<file path="config.mk">
export PLATFORM = sky130hd
export DESIGN_NAME = cache_refill_buffer
export DESIGN_NICKNAME = d
export VERILOG_FILES = /design/src/rtl/cache_refill_buffer.sv
export SDC_FILE = /design/constraint.sdc
export NUM_CORES = 1
export LEC_CHECK = 0
export BUFFER_PORTS_ARGS = -buffer_cell sky130_fd_sc_hd__clkbuf_2
export CAP_MARGIN = 10
export CORE_MARGIN = 8
export CORE_UTILIZATION = 40
export DETAILED_ROUTE_END_ITERATION = 8
export MAX_ROUTING_LAYER = met4
export SLEW_MARGIN = 20
export SYNTH_ARGS = -nofsm -noshare
export SYNTH_HDL_FRONTEND = slang
export SYNTH_SLANG_ARGS = --single-unit
</file>
<file path="constraint.sdc">
create_clock -name clk -period 2.95 [get_ports clk]
set_input_delay 0.59 -clock clk [delete_from_list [all_inputs] [get_ports clk]]
set_output_delay 0.59 -clock clk [all_outputs]
set_load 0.005 [all_outputs]
</file>
<file path="src/rtl/cache_refill_buffer.sv">
// rtl/cache_refill_buffer.sv - line-fill buffer: one block read request, beat collection, one-shot array write
// The missed word is forwarded to the CPU the cycle after its beat is accepted.
module cache_refill_buffer #(
  parameter int WORD_W  = 32,
  parameter int WORDS   = 16,
  parameter int INDEX_W = 7,
  parameter int WAY_W   = 2,
  parameter int ADDR_W  = 32
) (
  input  logic                    clk,
  input  logic                    rst_n,
  input  logic                    fill_start,
  input  logic [ADDR_W-1:0]       fill_addr,
  input  logic [WAY_W-1:0]        fill_way,
  output logic                    fill_busy,
  output logic                    fill_done,
  output logic                    fill_error,
  output logic                    mem_req_valid,
  input  logic                    mem_req_ready,
  output logic [ADDR_W-1:0]       mem_req_addr,
  input  logic                    mem_rdata_valid,
  input  logic [WORD_W-1:0]       mem_rdata,
  input  logic                    mem_rdata_last,
  output logic                    mem_rdata_ready,
  output logic                    cpu_word_valid,
  output logic [WORD_W-1:0]       cpu_word_data,
  output logic                    arr_write_en_block,
  output logic [INDEX_W-1:0]      arr_index,
  output logic [WAY_W-1:0]        arr_way_select,
  output logic [WORDS*WORD_W-1:0] arr_block_data
);

  localparam int CNT_W  = $clog2(WORDS);
  localparam int BYTE_W = $clog2(WORD_W / 8);
  localparam int OFF_W  = CNT_W + BYTE_W;

  typedef enum logic [2:0] {
    S_IDLE,
    S_REQ,
    S_FILL,
    S_WRITE,
    S_ERR
  } state_t;

  state_t                  r_state;
  logic [CNT_W-1:0]        r_cnt;
  logic [CNT_W-1:0]        r_word;
  logic                    r_busy;
  logic                    r_done;
  logic                    r_error;
  logic                    r_req_valid;
  logic [ADDR_W-1:0]       r_req_addr;
  logic                    r_rdata_ready;
  logic                    r_cpu_valid;
  logic [WORD_W-1:0]       r_cpu_data;
  logic                    r_wr_en;
  logic [INDEX_W-1:0]      r_index;
  logic [WAY_W-1:0]        r_way;
  logic [WORDS*WORD_W-1:0] r_line;

  logic w_beat;
  logic w_at_end;
  logic w_crit;
  logic w_unused_byte;

  assign w_beat        = (r_state == S_FILL) && mem_rdata_valid && r_rdata_ready;
  assign w_at_end      = (r_cnt == CNT_W'(WORDS - 1));
  assign w_crit        = w_beat && (r_cnt == r_word);
  // Byte offset within a word carries no meaning for a block fill.
  assign w_unused_byte = ^fill_addr[BYTE_W-1:0];

  always_ff @(posedge clk or negedge rst_n) begin
    if (!rst_n) begin
      r_state       <= S_IDLE;
      r_cnt         <= '0;
      r_word        <= '0;
      r_busy        <= 1'b0;
      r_done        <= 1'b0;
      r_error       <= 1'b0;
      r_req_valid   <= 1'b0;
      r_req_addr    <= '0;
      r_rdata_ready <= 1'b0;
      r_cpu_valid   <= 1'b0;
      r_cpu_data    <= '0;
      r_wr_en       <= 1'b0;
      r_index       <= '0;
      r_way         <= '0;
      r_line        <= '0;
    end else begin
      r_done      <= 1'b0;
      r_error     <= 1'b0;
      r_wr_en     <= 1'b0;
      r_cpu_valid <= 1'b0;

      if (w_crit) begin
        r_cpu_valid <= 1'b1;
        r_cpu_data  <= mem_rdata;
      end

      if (w_beat) begin
        r_line[r_cnt*WORD_W +: WORD_W] <= mem_rdata;
        r_cnt                          <= r_cnt + 1'b1;
      end

      case (r_state)
        S_IDLE: begin
          if (fill_start) begin
            r_req_addr  <= {fill_addr[ADDR_W-1:OFF_W], {OFF_W{1'b0}}};
            r_index     <= fill_addr[OFF_W +: INDEX_W];
            r_way       <= fill_way;
            r_word      <= fill_addr[BYTE_W +: CNT_W];
            r_cnt       <= '0;
            r_req_valid <= 1'b1;
            r_busy      <= 1'b1;
            r_state     <= S_REQ;
          end
        end
        S_REQ: begin
          if (mem_req_ready) begin
            r_req_valid   <= 1'b0;
            r_rdata_ready <= 1'b1;
            r_state       <= S_FILL;
          end
        end
        S_FILL: begin
          // A last flag off the final beat, or a final beat without one, aborts the fill.
          if (w_beat && (mem_rdata_last || w_at_end)) begin
            r_rdata_ready <= 1'b0;
            if (mem_rdata_last && w_at_end) begin
              r_wr_en <= 1'b1;
              r_done  <= 1'b1;
              r_state <= S_WRITE;
            end else begin
              r_error <= 1'b1;
              r_state <= S_ERR;
            end
          end
        end
        S_WRITE, S_ERR: begin
          r_busy  <= 1'b0;
          r_state <= S_IDLE;
        end
        default: begin
          r_busy        <= 1'b0;
          r_req_valid   <= 1'b0;
          r_rdata_ready <= 1'b0;
          r_state       <= S_IDLE;
        end
      endcase
    end
  end

  assign fill_busy          = r_busy;
  assign fill_done          = r_done;
  assign fill_error         = r_error;
  assign mem_req_valid      = r_req_valid;
  assign mem_req_addr       = r_req_addr;
  assign mem_rdata_ready    = r_rdata_ready;
  assign cpu_word_valid     = r_cpu_valid;
  assign cpu_word_data      = r_cpu_data;
  assign arr_write_en_block = r_wr_en;
  assign arr_index          = r_index;
  assign arr_way_select     = r_way;
  assign arr_block_data     = r_line;

endmodule

</file>
Yosys cells after proc, flatten, opt, wreduce, memory -nomap -nowiden
Cells that the tools add are included.
- bits of input ports: 72
- register bits: 596
- word-level logic and storage cells: 68
- output and inout port bits: 592
- add/subtract/negate cells: 2
- reduce and logical (&&, ||, !) cells: 15
- shifts and indexed selects: 2
- mux-type cells: 23
- equal/unequal tests: 9
- bitwise operators: 3
- operators with widths (kind ; number):
    $bwmux W512 ; 1
    $shift A32 B34 Y512 const A ; 1
    $shiftx A32 B34 Y512 ; 1
    $neg A9 Y34 ; 1
    $mux W3 ; 4
    $mux W4 ; 3
    $mux W1 ; 11
    $pmux W3 S3 ; 1
    $reduce_and A3 Y1 ; 3
    $eq A3 B2 Y1 const B ; 2
    $pmux W1 S3 ; 2
    $reduce_or A3 Y1 ; 2
    $logic_and A1 B1 Y1 ; 5
    $add A4 B1 Y4 const B ; 1
    $eq A4 B4 Y1 ; 1
    $eq A4 B4 Y1 const B ; 1
    $ne A2 B2 Y1 const B ; 2
    $reduce_and A2 Y1 ; 2
    $eq A3 B1 Y1 const B ; 1
    $eq A3 B3 Y1 const B ; 1
    $logic_not A3 Y1 ; 1
    $not A1 Y1 ; 3
    $ne A2 B1 Y1 const B ; 1
    $pmux W1 S2 ; 1
    other kinds (2) ; 2

Logic depth before layout (Yosys ltp)
Gate-level depths: netlist of the first run.
- depth in word-level cells: 6
- depth in mapped cells: 9
- gate-level depth less buffers: 6

Worst setup path after synthesis of the first run
No wires, ideal clock.
- path kind: flip-flop to flip-flop
- from: reg r_cnt[0]
- to: reg r_line[100] (netlist: arr_block_data[100])
- data required time: 2825 ps
- clock period less this slack: 2366 ps
- path slack: 584 ps
- arrival: 2241 ps
- library setup time: 125 ps
- cell stages (with the launch flop): 9
- path buffers: 2
- cells stage by stage: dfrtp_1 buf_6 inv_1 ha_1 and4bb_2 nand2_1 nor3_1 buf_2 mux2_2
- longest elaborated chain between the ends: 3
- elaborated cells between the ends (all ways): 4
- classes of those cells: add/sub (1); shift (2); mux (1)
- ends and longest elaborated chain (item ; RTL line ; source):
    start: declaration ; 46 ; logic [CNT_W-1:0] r_cnt;
    start signal: assignment ; 102 ; r_cnt <= r_cnt + 1'b1;
    $neg A9 Y34 (*) ; 101 ; r_line[r_cnt*WORD_W +: WORD_W] <= mem_rdata;
    $shiftx A32 B34 Y512 / $shift A32 B34 Y512 (equally long branches) ; 101 ;
    $bwmux W512 (*) ; 101 ;
    end signal: indexed assignment ; 101 ;
    end: declaration ; 59 ; logic [WORDS*WORD_W-1:0] r_line;
Mark *: on every way between the ends. The rest lies on a longest branch, timed or not.
A chain may end at the register's enable or synchronous reset.

Worst setup path after layout of the first run
- from: reg r_cnt[0]
- to: reg r_line[462] (netlist: arr_block_data[462])
The elaborated chain is that of the path after synthesis.

==> reports/results.ini, run 1 <==
[power]
finalPower_mw = 20.79
switching_share_pct = 26.88
p_leak_nw = 16.29
pwr-share-seq_pct = 45.1
power.switching_mw = 5.590
vdd_drop_max_uv = 620.2
cell_internal_pwr_mw = 15.20
power_density_nw_per_um2 = 708.2
clockPowerShare_pct = 39.0
combinationalPowerShare_pct = 15.9

[synth]
synth_top_family_by_area = multiplexers
ys_seq_area_share_pct = 63.77
synthMuxAreaShare_pct = 25.46
synth-edff-count = 0
synth_compound_area_share_pct = 1.786
synth_cell_types = 51
netlist_area_um2 = 23110
synth_fa_ha_area_share_pct = 0.1624
ys_top_cells_by_area = dfrtp_1 (64%), mux2_2 (19%), mux2_1 (4.1%), mux2_4 (1.9%), o21ai_0 (1.5%)
synth-simple-area-share_pct = 3.589
ys.flop_type = dfrtp_1
syn_avg_cell_area_um2 = 15.15
synth.top_cell.area_share_pct = 63.77
synthXorXnorAreaFrac_pct = 0.3735
ys.warnings.count = 0
syn-instance-count = 1526
synth_seq_cells = 589
async_reset_ff_share_pct = 100.0
synth_top_area_cell = dfrtp_1

[die]
dieArea_um2 = 65730
start_util_pct = 40.29
die_h_um = 256.4
die_x_um = 256.4
fp.coreArea_um2 = 57370
ios = 664
num_rows = 88

[routing]
via_count = 15028
drt-pass1-iter-count = 4
ant_nets = 0
drc = 0
viasPerCell = 4.994
drtIter0Drc = 779
wl_per_cell_um = 24.96
wl_mm = 75.11

[worst_setup_path]
cp_data_arrival_time_ps = 3260
start_kind = register
cpPeakStageDelay_ps = 630
crit_type = register to register
path_max_fanout = 22
startpoint = r_cnt[0]$_DFF_PN0_
path_delay_family = compound AO/OA/AOI/OAI gates
cp_cell_sequence = inv_1 > ha_1 > nor2b_1 > o21ai_0 > nand2b_2 > buf_4 > mux2_2
critPathCaptureType = register
path_buf_inv = 2
r2r-start = r_cnt[0]$_DFF_PN0_
cpMaxStageDelayCell = o21ai_0
cp.required_ps = 3440

[clock_tree]
cts_setup_buffers = 0
clkTransAtPathRegs_ps = 60
hold_buffers = 1
cts_root_buf = clkbuf_16
htree_levels = 2
cts_resized = 0
cts_buffer_depth = 3
cts_tree = built
insertion_delay_ps = 610
clock-sinks = 589
cts_made_buffers = 61

[global_routing]
overflow = 0
antenna_found_initial = 2
grt_max_degree = 73
grt_use_total_pct = 22.98
grt_pass1_vias = 16397
grt_pass1_wl_mm = 111.6

[sta]
fmax_mhz = 361.0
setup_tns_ps = 0
min_period_ps = 2770
setup_ws_ps = 180.1
setup_viol = 0
hold_viol = 0
drv_slew = 0
fin_skew_ps = 11.71
rsz0062_at_grt = false
finalHoldWorstSlack_ps = 210.6
worst_slew_pin_slew_ps = 742.6
slew_headroom_pct = 49.97
fin_crit_sh_pct = 93.90

[placement]
dp.cells = 2892
io_buffers = 655
dp_worst_setup_slack_ps = 200.3
place.gp.congestion = 0.8365
place_hpwl_mm = 54.47
placed_area_um2 = 27210

[job]
maxCapViolations = 0

[cells_and_area]
final_cell_mix = clkbuf_2 (654), dfrtp_1 (589), mux2_2 (387), mux2_1 (84), o21ai_0 (67)
final_core_util_pct = 51.18
drive_above_1_share_pct = 56.49
syn_to_final_growth_pct = 27.03
layout.nets = 2266
final_common_cell = clkbuf_2
final_cells = 3009
fill_cells = 4999
final_area_um2 = 29360

[hold_path]
hold_class = input port to register
hp-start = fill_addr[2]

[run_status]
status = finished, final reports clean

-- registers in the layout (all words and copies together) (netlist names) --
register and count:
cpu_word_valid 1, mem_req_addr 20, fill_error 1, arr_block_data 512, mem_req_valid 1, arr_index 6, r_cnt 4, fill_busy 1
arr_write_en_block 1, r_state 3, cpu_word_data 32, arr_way_select 2, mem_rdata_ready 1, r_word 4
-- worst paths after layout --
check,endpoint,slack [ps],cells past startpoint
worst min-delay path,r_word[0]$_DFFE_PN0P_,210,2
max in group asynchronous,arr_block_data[83]$_DFFE_PN0P_,1440,4
worst min register to register,arr_block_data[243]$_DFFE_PN0P_,480,2
min in group asynchronous,arr_block_data[487]$_DFFE_PN0P_,470,2
worst max-delay path,arr_block_data[462]$_DFFE_PN0P_,180,7
worst max register to register,arr_block_data[462]$_DFFE_PN0P_,180,7
-- cells in the mapped netlist, drive strengths merged (2+ instances only) --
library cell  instances
nand2b                4
bufbuf               17
nand2                68
and2                  2
mux2                501
and2b                 2
buf                  68
nor3                  5
nor2b                 4
nand3                35
xor2                  4
xnor2                 5
mux2i                13
and3b                 2
clkbuf               39
nor4                  3
nor4bb                2
o2111ai               2
o21ai                67
ha                    3
dfrtp               589
a21oi                 3
and3                 12
nor2                 14
inv                  48
-- routing by layer --
layer,vias to the layer above,routed length (um),global-route usage (%)
met5,-,0,-
met4,0,2732,7.824
met3,124,4590,5.569
met2,469,37220,37.90
met1,7872,30570,27.59
li1,6563,-,-
-- cells by family (layout without fill, tap and decap cells) --
family	count (synthesis)	after routing
AOI/OAI and AO/OA	77	77
xor gates and xnor gates	9	9
adders and majority gates	3	3
buffers and inverters	172	884
DFF	589	589
muxes	514	514
other	1	7
and+or+nand+nor	161	161
-- area by class of cell --
| cell class | count | area [um^2] | share of cell area, % |
|---|---|---|---|
| sequential | 589 | 14740 | 50.20 |
| multi-input combinational | 770 | 7382 | 25.14 |
| timing repair buffer | 721 | 3961 | 13.49 |
| clock buffer | 83 | 1752 | 5.966 |
| tap | 765 | 957.2 | 3.260 |
| clock inverter | 32 | 387.9 | 1.321 |
| inverter | 48 | 180.2 | 0.6136 |
| antenna | 1 | 2.502 | 0.008523 |
-- power groups by stage --
stage	clock, mW	sequential, mW	combinational [mW]
finish	8.11	9.38	3.30
global route	8.61	9.48	3.61
CTS	8.30	9.38	3.39
detailed placement	0	9.51	3.37
global placement	0	9.49	3.32
floorplan	0	9.45	1.61
Power figures use the tool's default switching activity.
==> inputs of run 2 (changes only) <==
Settings changed: REMOVE_ABC_BUFFERS from default to 1.
==> run 2 against run 1 <==
  * Cell area is 0.12% lower
  * Sequential power hardly changed
  * First-iteration DRC count stayed put
  * Sequential share of layout area is 0.060 points higher
  * Critical path type unchanged
  * Global-route usage is 1.0 points lower
  * Routed wire length is 4.0% lower
  * Highest routed layer unchanged
==> reports/results.ini, run 2 (synthesis gave the netlist of run 1 again) <==
[cells_and_area]
fill_cells = 5060
n_antenna_cell = 0
largest_reg_flops = 512
final_common_cell = clkbuf_2
syn_to_final_growth_pct = 26.88
final_area_um2 = 29330
layout.nets = 2262
drive_above_1_share_pct = 56.46
final_cell_mix = clkbuf_2 (654), dfrtp_1 (589), mux2_2 (387), mux2_1 (84), o21ai_0 (67)

[worst_setup_path]
cp_num_cells = 7
crit_path_end = arr_block_data[318]$_DFFE_PN0P_
cp_data_arrival_time_ps = 3250
cpPeakStageDelay_ps = 530
path_delay_family = simple AND/OR/NAND/NOR gates
cpMaxStageDelayCell = dfrtp_1
critPathCaptureType = register
regToRegSetupSlack_ps = 180
path_max_fanout = 13
cp.required_ps = 3430
ff2ff_path_depth = 7
crit_type = register to register
start_kind = register
cp_cell_sequence = inv_1 > ha_1 > and4b_1 > nand2_1 > nor4_4 > buf_4 > mux2_2
r2r-start = r_cnt[0]$_DFF_PN0_
path_buf_inv = 2
r2r_end = arr_block_data[318]$_DFFE_PN0P_
startpoint = r_cnt[0]$_DFF_PN0_

[sta]
finalHoldWorstSlack_ps = 213.8
slew_headroom_pct = 53.14
drv_slew = 0
fin_crit_sh_pct = 94.00
fin_skew_ps = 15.20
rsz0062_at_grt = false
worst_slew_pin_slew_ps = 702.8
fmax_mhz = 360.6
setup_ws_ps = 177.0
setup_viol = 0
min_period_ps = 2773
hold_viol = 0

[die]
dieArea_um2 = 65730
die_h_um = 256.4
fp.coreArea_um2 = 57370
num_rows = 88
die_x_um = 256.4
ios = 664
start_util_pct = 40.29

[clock_tree]
cts_made_buffers = 60
cts_setup_buffers = 0
cts_buffer_depth = 3
clkTransAtPathRegs_ps = 60
htree_levels = 2
clock-sinks = 589
cts_root_buf = clkbuf_16
cts_tree = built
insertion_delay_ps = 620

[placement]
place_hpwl_mm = 51.52
dp_worst_setup_slack_ps = 158.3
io_buffers = 655
place.gp.congestion = 0.8094
placed_area_um2 = 27270

[global_routing]
grt_pass1_wl_mm = 107.8
grt_max_degree = 67
grt_use_total_pct = 21.98
grt_pass1_vias = 15922
antenna_found_initial = 3
overflow = 0

[routing]
drc = 0
via_count = 14950
drt-pass1-iter-count = 5
wl_mm = 72.12
drtIter0Drc = 779
wl_per_cell_um = 24.02
ant_nets = 0
viasPerCell = 4.980

[power]
p_leak_nw = 16.26
power_density_nw_per_um2 = 691.9
vdd_drop_max_uv = 509.0

[hold_path]
hp-start = fill_addr[8]
hold_class = input port to register

[run_status]
status = finished, final reports clean

[job]
maxCapViolations = 0

[run 2: metrics by stage]
stage	cells	utilization, %	power, mW	setup TNS (ps)
2_1_floorplan	1407	-	10.83	-233800
4_1_cts	3002	51.12	20.53	0
5_1_grt	3002	51.12	21.20	0
6_report	3002	51.12	20.29	0
3_5_place_dp	2889	47.55	12.75	0
3_3_place_gp	2889	47.55	12.68	0
[run 2: layout make-up]
cell class | count | area, um^2 | area share, %
Sequential cell | 589 | 14740 | 50.26
Multi-Input combinational cell | 770 | 7385 | 25.18
Timing Repair Buffer | 718 | 4026 | 13.73
Clock buffer | 87 | 1794 | 6.118
Tap cell | 765 | 957.2 | 3.264
Clock inverter | 25 | 245.2 | 0.8362
Inverter | 48 | 180.2 | 0.6144
[run 2: how the worst min path moves through the flow]
| stage | end | slack, ps | cells past startpoint |
|---|---|---|---|
| after global routing | mem_req_addr[12]$_DFFE_PN0P_ | 190 | 2 |
| final | arr_index[2]$_DFFE_PN0P_ | 210 | 2 |
| after floorplan | arr_block_data[0]$_DFFE_PN0P_ | 290 | 0 |
| after CTS | arr_index[2]$_DFFE_PN0P_ | 170 | 2 |
| after global placement | arr_block_data[247]$_DFFE_PN0P_ | 470 | 2 |
| after detailed placement | arr_block_data[170]$_DFFE_PN0P_ | 470 | 2 |
[run 2: metal layers]
metal / track usage (%) / vias up / part of all wire, %
li1: - / 6577 / -
met1: 27.28 / 7759 / 42
met2: 34.87 / 497 / 48
met3: 5.981 / 117 / 6.7
met4: 7.148 / 0 / 3.3
met5: - / - / 0
[run 2: report_power, final]
part	internal, mW	switching (mW)	total (mW)
clock	4.56	3.15	7.71
combinational	1.50	1.73	3.24
sequential	8.85	0.498	9.35
[run 2: timing repair]
item,4_1_cts,5_1_grt
hold buffers,1,0
endpoints found under the hold margin,35,0
setup endpoints to repair,0,5
gates resized for setup,0,1
==> inputs of run 3 (changes only) <==
Settings changed: CORE_AREA from default to 2 2 259 261, CORE_MARGIN 8 to default, CORE_UTILIZATION 40 to default, DIE_AREA from default to 0 0 261 263, GPL_TIMING_DRIVEN from default to 0.
==> run 3 against run 2 <==
  * Die area up 4.4%
  * Total power up 2.3%
  * Critical path depth up 2
  * Clock-buffer cell count up 5
  * Register-to-register slack worse by 30 ps
  * Cell area up 1.5%
  * Largest cell class unchanged
==> reports/results.ini, run 3 (synthesis gave the netlist of run 1 again) <==
[cells_and_area]
largest_reg_flops = 512
final_core_util_pct = 45.36
final_common_cell = clkbuf_2
final_cell_mix = clkbuf_2 (654), dfrtp_1 (586), mux2_2 (387), mux2_1 (84), o21ai_0 (66)
syn_to_final_growth_pct = 28.80
layout.nets = 2257
fill_cells = 5993
final_area_um2 = 29770
drive_above_1_share_pct = 56.39
n_antenna_cell = 0

[routing]
drt-pass1-iter-count = 4
ant_nets = 0
wl_per_cell_um = 22.02
drtIter0Drc = 796
via_count = 14831
viasPerCell = 4.792
drc = 0
wl_mm = 68.15

[sta]
rsz0062_at_grt = false
min_period_ps = 2803
finalHoldWorstSlack_ps = 214.5
setup_ws_ps = 147.0
fin_skew_ps = 14.46
drv_slew = 0
worst_slew_pin_slew_ps = 905.6
fin_crit_sh_pct = 95.02
hold_viol = 0
slew_headroom_pct = 39.63
fmax_mhz = 356.8
setup_viol = 0

[worst_setup_path]
cp_data_arrival_time_ps = 3290
r2r-start = r_cnt[0]$_DFF_PN0_
path_max_fanout = 9
regToRegSetupSlack_ps = 150
ff2ff_path_depth = 9
crit_type = register to register
critPathCaptureType = register
start_kind = register
cp.required_ps = 3440
r2r_end = arr_block_data[319]$_DFFE_PN0P_

[placement]
dp_worst_setup_slack_ps = -534.4
placed_area_um2 = 27470
place_hpwl_mm = 48.32
place.gp.congestion = 0.7859
io_buffers = 655

[global_routing]
grt_use_total_pct = 19.91
grt_pass1_wl_mm = 100.5
antenna_found_initial = 1
grt_max_degree = 94
grt_pass1_vias = 15434
overflow = 0

[die]
fp.coreArea_um2 = 65630
die_x_um = 261
ios = 664
num_rows = 94
dieArea_um2 = 68640
start_util_pct = 35.22
die_h_um = 263

[job]
maxCapViolations = 0

[power]
vdd_drop_max_uv = 474.0
p_leak_nw = 16.42
power_density_nw_per_um2 = 697.3

[clock_tree]
clkTransAtPathRegs_ps = 60
insertion_delay_ps = 610
cts_made_buffers = 61
cts_buffer_depth = 3
cts_tree = built
clock-sinks = 589
cts_root_buf = clkbuf_16
htree_levels = 2

[run_status]
status = finished, final reports clean

[hold_path]
hp-start = fill_addr[12]
hold_path_end = mem_req_addr[12]$_DFFE_PN0P_
hold_class = input port to register
worstHoldPathCells = 2

[run 3: cell types whose count changed in the layout (fill, tap and decap cells not counted), sizes merged]
cell      previous run  this run
bufinv               4         8
buf                 63        55
clkinvlp             2         1
and3                12        13
clkinv              17        10
clkbuf             741       747
inv                 50        49
[run 3: worst max-delay path by stage]
stage                       start                              end  slack [ps]  cells past startpoint
6_report       r_cnt[0]$_DFF_PN0_  arr_block_data[319]$_DFFE_PN0P_         150                      9
3_3_place_gp                rst_n  arr_block_data[289]$_DFFE_PN0P_      -11910                      1
4_1_cts        r_cnt[1]$_DFF_PN0_  arr_block_data[317]$_DFFE_PN0P_         -20                      9
3_5_place_dp   r_cnt[2]$_DFF_PN0_  arr_block_data[118]$_DFFE_PN0P_        -530                      8
2_1_floorplan  r_cnt[2]$_DFF_PN0_    arr_block_data[0]$_DFFE_PN0P_       -2740                      5
5_1_grt        r_cnt[0]$_DFF_PN0_  arr_block_data[125]$_DFFE_PN0P_          40                      9
[run 3: final cells by class]
type | instances | area [um^2] | share of cell area, %
multi-input cells | 771 | 7496 | 25.18
well taps | 864 | 1081 | 3.631
clock inverters | 20 | 310.3 | 1.042
flip-flops and latches | 589 | 14740 | 49.52
inverters | 48 | 180.2 | 0.6052
clock buffers | 92 | 1795 | 6.031
repair buffers | 711 | 4165 | 13.99
[run 3: routing by layer]
metal	track usage, %	part of all wire [%]
met5	-	0
met4	6.265	3.0
met3	4.477	7.1
met2	32.22	48
met1	24.81	42
[run 3: what timing repair did]
action                     4_1_cts  5_1_grt
hold buffers                     1        0
pin swaps                        4        1
resized for setup               13        5
hold endpoints to repair         6        0
buffers inserted                10        2
setup endpoints to repair      453      162
gates cloned                     1        0
[run 3: power by group]
part	internal [mW]	switching, mW
Sequential	8.85	0.475
Clock	4.87	3.18
Combinational	1.59	1.79
[run 3: worst max-delay path, stage by stage, from the launching register on]
cell and delay [ps]:
dfrtp_2 450, inv_1 90, ha_2 400, and4b_1 330, nand2_2 150, nor4_4 290, buf_4 200, buf_6 180
buf_4 230, mux2_2 350
[run 3: metrics by stage]
stage	total power [mW]	cells	setup TNS, ps
2_1_floorplan	10.83	1407	-233800
3_3_place_gp	12.48	2926	-8433380
3_5_place_dp	12.78	2970	-95030
4_1_cts	20.97	3094	-32.93
5_1_grt	21.69	3095	0
6_report	20.76	3095	0
